**config.mk**
```make
export PLATFORM = sky130hd
export DESIGN_NAME = precision_config_ctrl
export DESIGN_NICKNAME = d
export VERILOG_FILES = /design/src/rtl/precision_config_ctrl_pkg.sv /design/src/rtl/precision_config_ctrl.sv
export SDC_FILE = /design/constraint.sdc
export NUM_CORES = 1
export LEC_CHECK = 0
export CAP_MARGIN = 40
export CORE_ASPECT_RATIO = 2
export CORE_MARGIN = 5
export CORE_UTILIZATION = 45
export CTS_CLUSTER_SIZE = 16
export DETAILED_ROUTE_END_ITERATION = 6
export DONT_BUFFER_PORTS = 1
export PLACE_DENSITY = 0.69
export REMOVE_ABC_BUFFERS = 1
export SLEW_MARGIN = 20
export SYNTH_ARGS = -nofsm -noshare
export SYNTH_HDL_FRONTEND = slang
export SYNTH_SLANG_ARGS = --single-unit
export TNS_END_PERCENT = 100
```
**constraint.sdc**
```tcl
create_clock -name clk -period 1.6 [get_ports clk]
set_clock_uncertainty 0.15 [all_clocks]
set_input_delay 0.16 -clock clk [delete_from_list [all_inputs] [get_ports clk]]
set_output_delay 0.16 -clock clk [all_outputs]
set_load 0.005 [all_outputs]
```
**src/rtl/precision_config_ctrl_pkg.sv**
```systemverilog
// rtl/precision_config_ctrl_pkg.sv - width encodings, legality check and FSM states for precision config
package precision_config_ctrl_pkg;

    localparam logic [3:0] W1 = 4'b0001;
    localparam logic [3:0] W2 = 4'b0010;
    localparam logic [3:0] W4 = 4'b0100;
    localparam logic [3:0] W8 = 4'b1000;
    localparam logic [3:0] DEFAULT_WIDTH = W8;

    typedef enum logic [1:0] {
        IDLE  = 2'd0,
        DRAIN = 2'd1,
        FLUSH = 2'd2,
        APPLY = 2'd3
    } state_e;

    function automatic logic is_legal_width(input logic [3:0] w);
        return (w == W1) || (w == W2) || (w == W4) || (w == W8);
    endfunction

endpackage

```
**src/rtl/precision_config_ctrl.sv**
```systemverilog
// rtl/precision_config_ctrl.sv - accepts per-layer precision commands and reconfigures the fusion array safely
module precision_config_ctrl
    import precision_config_ctrl_pkg::*;
#(
    parameter int DRAIN_CYCLES = 4,
    parameter int LAYER_ID_W   = 8
) (
    input  logic                  clk,
    input  logic                  reset,
    input  logic                  cfg_valid,
    output logic                  cfg_ready,
    input  logic [3:0]            cfg_in_width,
    input  logic [3:0]            cfg_weight_width,
    input  logic [LAYER_ID_W-1:0] cfg_layer_id,
    input  logic                  array_busy,
    output logic                  array_stall,
    output logic [3:0]            in_width,
    output logic [3:0]            weight_width,
    output logic [LAYER_ID_W-1:0] active_layer_id,
    output logic                  cfg_done,
    output logic                  cfg_err
);

    localparam int CNT_W = (DRAIN_CYCLES > 1) ? $clog2(DRAIN_CYCLES) : 1;
    localparam logic [CNT_W-1:0] CNT_LOAD = CNT_W'(DRAIN_CYCLES - 1);

    state_e                state_q, state_d;
    logic [CNT_W-1:0]      cnt_q, cnt_d;
    logic [3:0]            in_width_q, weight_width_q;
    logic [LAYER_ID_W-1:0] layer_id_q;
    logic [3:0]            sh_in_q, sh_wt_q;
    logic [LAYER_ID_W-1:0] sh_id_q;
    logic                  done_q, err_q;

    logic accept, cmd_legal, cmd_same;

    assign accept    = cfg_valid && (state_q == IDLE);
    assign cmd_legal = is_legal_width(cfg_in_width) && is_legal_width(cfg_weight_width);
    assign cmd_same  = (cfg_in_width == in_width_q) && (cfg_weight_width == weight_width_q);

    always_ff @(posedge clk) begin
        if (reset) begin
            state_q <= IDLE;
            cnt_q   <= '0;
        end else begin
            state_q <= state_d;
            cnt_q   <= cnt_d;
        end
    end

    always_comb begin
        state_d = state_q;
        cnt_d   = cnt_q;
        case (state_q)
            IDLE:  if (accept && cmd_legal && !cmd_same) state_d = DRAIN;
            DRAIN: if (!array_busy) begin
                       state_d = FLUSH;
                       cnt_d   = CNT_LOAD;
                   end
            FLUSH: if (cnt_q == '0) state_d = APPLY;
                   else             cnt_d   = cnt_q - CNT_W'(1);
            APPLY: state_d = IDLE;
            default: state_d = IDLE;
        endcase
    end

    always_comb begin
        cfg_ready   = (state_q == IDLE);
        array_stall = (state_q != IDLE);
    end

    // Fast path (same widths) and reject never touch the shadow copy or stall the array.
    always_ff @(posedge clk) begin
        if (reset) begin
            in_width_q     <= DEFAULT_WIDTH;
            weight_width_q <= DEFAULT_WIDTH;
            layer_id_q     <= '0;
            sh_in_q        <= DEFAULT_WIDTH;
            sh_wt_q        <= DEFAULT_WIDTH;
            sh_id_q        <= '0;
            done_q         <= 1'b0;
            err_q          <= 1'b0;
        end else begin
            done_q <= 1'b0;
            err_q  <= 1'b0;
            if (accept) begin
                if (!cmd_legal) begin
                    err_q <= 1'b1;
                end else if (cmd_same) begin
                    layer_id_q <= cfg_layer_id;
                    done_q     <= 1'b1;
                end else begin
                    sh_in_q <= cfg_in_width;
                    sh_wt_q <= cfg_weight_width;
                    sh_id_q <= cfg_layer_id;
                end
            end
            if (state_q == APPLY) begin
                in_width_q     <= sh_in_q;
                weight_width_q <= sh_wt_q;
                layer_id_q     <= sh_id_q;
                done_q         <= 1'b1;
            end
        end
    end

    assign in_width        = in_width_q;
    assign weight_width    = weight_width_q;
    assign active_layer_id = layer_id_q;
    assign cfg_done        = done_q;
    assign cfg_err         = err_q;

endmodule
```
==> results by stage <==
Clocking:
- The number of buffers inserted during clock tree synthesis is 5.
- The clock transition at the registers of the reported paths is ~0.07 ns.
- The clock net in this run drives a total of 38 sinks.
- TritonCTS built the clock tree.
- Clock latency on the worst-skew pair, taken at its later pin, is around 0.29 ns.
- In this run the deepest clock path goes through 2 buffers.
- CTS placed an instance of clkbuf_8 at the clock tree root.
- The clock tree synthesis step divided the H-tree into 2 levels.

Yosys:
- Sequential elements use between 40% and 50% of the synthesized area.
- The share of synthesized area in the top cell type comes to between 40% and 50%.
- The synthesized instance count is 192.
- The number of distinct library cell variants in the gate-level netlist after synthesis is 32.
- The mean instance size in the synthesized netlist is approximately 9 µm².
- In this run, synthesis produced a sequential element count of 38.
- By area the synthesized netlist is led by dfxtp_1 44%, mux2i_1 5.7%, a21oi_1 5.4%, nand3_1 5.2%, o21ai_0 4.9%.
- The most used flip-flop cell after synthesis is dfxtp_1.
- During synthesis, Yosys emitted a total of 0 warnings.
- After synthesis the cells add up to about 1700 µm².
- The number of flops mapped to enable cells by yosys is 0.
- The largest total area in the synthesized netlist belongs to dfxtp_1.
- For this run, asynchronously set or reset flops after synthesis account for 0%.

Critical path:
- The kind of cell with the highest combined delay along the critical path is simple AND/OR/NAND/NOR gates.
- The required time reported for the critical path endpoint is 1.57 ns.
- For the worst setup path, the data arrival time is ~1.7 ns.
- The nature of the critical path endpoint is a flop.
- The largest driver fanout on the critical path is 6.
- On the worst path, the slowest cell contributes a delay of around 0.36 ns.
- Walking the worst path, the cells encountered are inv_2 -> ha_4 -> nand2_4 -> or3_4 -> buf_6 -> o21ai_2 -> a21oi_1.
- The worst-path cell with the longest stage delay is or3_4.
- The kind of launch point of the worst setup path is a flop.
- The worst setup path is of the reg -> reg kind.
- The total buffers and inverters traversed by the critical path is 2.

Finish:
- Cells with a size suffix above 1 make up between 40% and 50% of the layout.
- The area of all sequential standard cells is roughly 770 µm².
- 0 antenna diodes ended up in the layout.
- The final net count is roughly 270.
- After filler insertion, the fill cell instance count of the layout stands at 250.
- Summing all multi-input logic gate instances after layout gives approximately 1100 µm².
- The final instance area is between 2000 and 3000 µm².
- Relative to the synthesized area, the layout overhead comes to 51.40%.

Floorplanning:
- The die outline area is ~5300 µm².
- The count of pins on the block boundary is 40.
- The width of the die is ~54 µm.
- The total core area is 3804 µm².
- The floorplan die height is roughly 98 µm.
- The starting density of the core is approximately 46%.
- After floorplanning, the core was divided into 32 placement rows.

Route:
- The routed layout has 1734 vias.
- After detailed routing, the number of remaining DRC violations is 0.
- The iteration-0 DRC count of the detailed router is 38.
- The routed wirelength normalized by instance count is approximately 18 µm.
- The total iterations of the first detailed-routing run is 5.
- The total wire length after detailed routing is 5309 µm.
- Dividing the detail-routed via count by the number of cells gives just under 6.
- Once detail routing completed, the nets flagged for antenna violations numbered 0.

STA:
- The clock period minus final worst setup slack is around 1.7 ns.
- The number of max-slew violations in the final report is 0.
- In the finished design, the share of the clock period the worst path needs comes to 105.6%.
- Setup repair after global routing could not meet its margin everywhere.
- In the post-route analysis, the smallest setup slack over all paths is -0.08913 ns.
- The worst pin sits at a relative slew slack of roughly 33%.
- The count of endpoints failing hold in the final timing report is 0.
- Setup violations remaining at the end of the flow were counted as 26.
- The slew of the pin with the lowest slew margin is about 1 ns.
- The upper clock frequency limit is 0.5920 GHz.

Pwr:
- For this design the static power due to leakage is just under 1 nW.
- The peak ir drop on the vdd network is ~0.90 mV.
- The design draws about 2.5 mW.
- The total power density per cell area is 959.8 nW/µm².

Global routing:
- The via count of the first global-routing pass is 1730.
- Summed over all layers, the global routing overflow is 0.
- Entering global routing, the biggest net connects 28 pins.
- In the global route stage, overall resource usage came out at 19.61%.
- The number of antenna violations at the first check in global routing came to 0.
- The first global-routing pass estimated a little under 8000 µm of wire.

Job:
- Across the run, the number of max-cap violations was 0.

Outcome:
- The final reports fail on negative setup slack.
- The flow ran to the end, but the final reports show violations.

Place:
- The weighted congestion at the end of routability-driven global placement is 0.8076.
- In this run the cell area measured after placement is 2011 µm².
- After legalization and detailed placement, the total HPWL measured ~3500 µm.
- Port buffering added 0 buffers.

Min path:
- The path type of the worst min-delay path is in -> reg.
==> final cells by class <==
| cell class | count | area share [%] |
|---|---|---|
| multi-input combinational | 138 | 43.22 |
| sequential | 38 | 29.22 |
| timing repair buffer | 59 | 20.19 |
| clock buffer | 5 | 2.600 |
| tap | 51 | 2.411 |
| clock inverter | 3 | 1.513 |
| inverter | 6 | 0.8511 |
==> registers in the layout, indices dropped and copies added (netlist names) <==
signal           cells
active_layer_id      8
in_width             4
cfg_err              1
sh_wt_q              4
cfg_done             1
sh_in_q              4
cnt_q                2
state_q              2
sh_id_q              8
weight_width         4
==> Yosys cell counts, drive strengths merged (5+ instances only) <==
master	instances
dfxtp	38
a21oi	19
nand3	18
o21ai	18
nor2	11
mux2i	10
and2	9
a221o	8
nand2	8
xnor2	8
clkbuf	6
ha	6
inv	5
==> logic make-up (layout without fill, tap and decap cells) <==
logic type / after synthesis / in the layout / synth area share [%]
buffers and inverters: 16 / 73 / 3.650
AND/OR/NAND/NOR: 60 / 60 / 18.47
XOR/XNOR: 10 / 10 / 5.011
adder cells (fa/ha/maj): 6 / 6 / 4.295
multiplexers: 11 / 11 / 6.371
AO/OA/AOI/OAI: 51 / 51 / 18.68
flip-flops: 38 / 38 / 43.52
==> layer usage <==
layer / up-vias / wire, µm / GRT usage, %
met5: - / 0 / 0
met3: 21 / 327 / 4.427
li1: 803 / - / -
met2: 80 / 2930 / 35.42
met1: 830 / 1850 / 19.43
met4: 0 / 201 / 9.981
==> cell usage in the layout (no fill, tap or decap), drive strengths merged <==
cell type	Yosys	routed
bufinv	0	1
nor2	11	11
nor2b	2	2
a41o	1	1
o21a	1	1
ha	6	6
nand3	18	18
nor3	3	3
o21ai	18	18
dlygate4sd3	0	20
xor2	2	2
nor4b	4	4
a21oi	19	19
dfxtp	38	38
mux2	1	1
mux2i	10	10
and2	9	9
a221o	8	8
buf	4	39
clkinv	1	3
clkbuf	6	5
nand2	8	8
a311oi	1	1
or2	1	1
and3	1	1
a211oi	3	3
inv	5	5
xnor2	8	8
or3	1	1
nand4	2	2
==> worst register-to-register path: stages (launching register included) <==
cell and delay [ns]:
dfxtp_2 0.33, inv_2 0.09, ha_4 0.16, nand2_4 0.07
or3_4 0.36, buf_6 0.16, o21ai_2 0.13, a21oi_1 0.08
==> report_power, final <==
group	internal [mW]	total (mW)	switching, mW	leakage, nW
registers	0.994	1.02	0.0276	0.310
clock network	0.458	0.784	0.325	0.0579
logic	0.401	0.735	0.334	0.610
total	1.85	2.54	0.687	0.978
==> through the flow <==
| step | TNS [ns] | hold WS, ns | cells | setup WS (ns) | util, % |
|---|---|---|---|---|---|
| global route | -3.226 | 0.02478 | 300 | -0.1585 | 69.57 |
| floorplan | -5.251 | 0.07907 | 182 | -0.3927 | - |
| global placement | -2.925 | 0.08294 | 265 | -0.1779 | 52.86 |
| finish | -1.807 | 0.006172 | 300 | -0.08913 | 69.57 |
| CTS | -0.1634 | -0.2273 | 289 | -0.02679 | 62.83 |
| detailed placement | -4.958 | 0.08470 | 265 | -0.2569 | 52.86 |
==> path summary, 6_finish.rpt <==
path | startpoint | endpoint | slack, ns | cells after the start
min | reset | sh_wt_q[3] | 0.006 | 2
max reg2reg | state_q[1] | sh_in_q[2] | -0.09 | 7
min reg2reg | sh_id_q[7] | sh_id_q[7] | 0.32 | 2
max | state_q[1] | sh_in_q[2] | -0.09 | 7
==> what timing repair did <==
action	4_1_cts	5_1_grt
hold endpoints to repair	35	23
gates resized for setup	42	46
pin swaps	20	20
buffers inserted	6	4
hold buffers	11	9
endpoints found under the setup margin	28	29
Note: power is estimated with default switching activity, not from simulation.
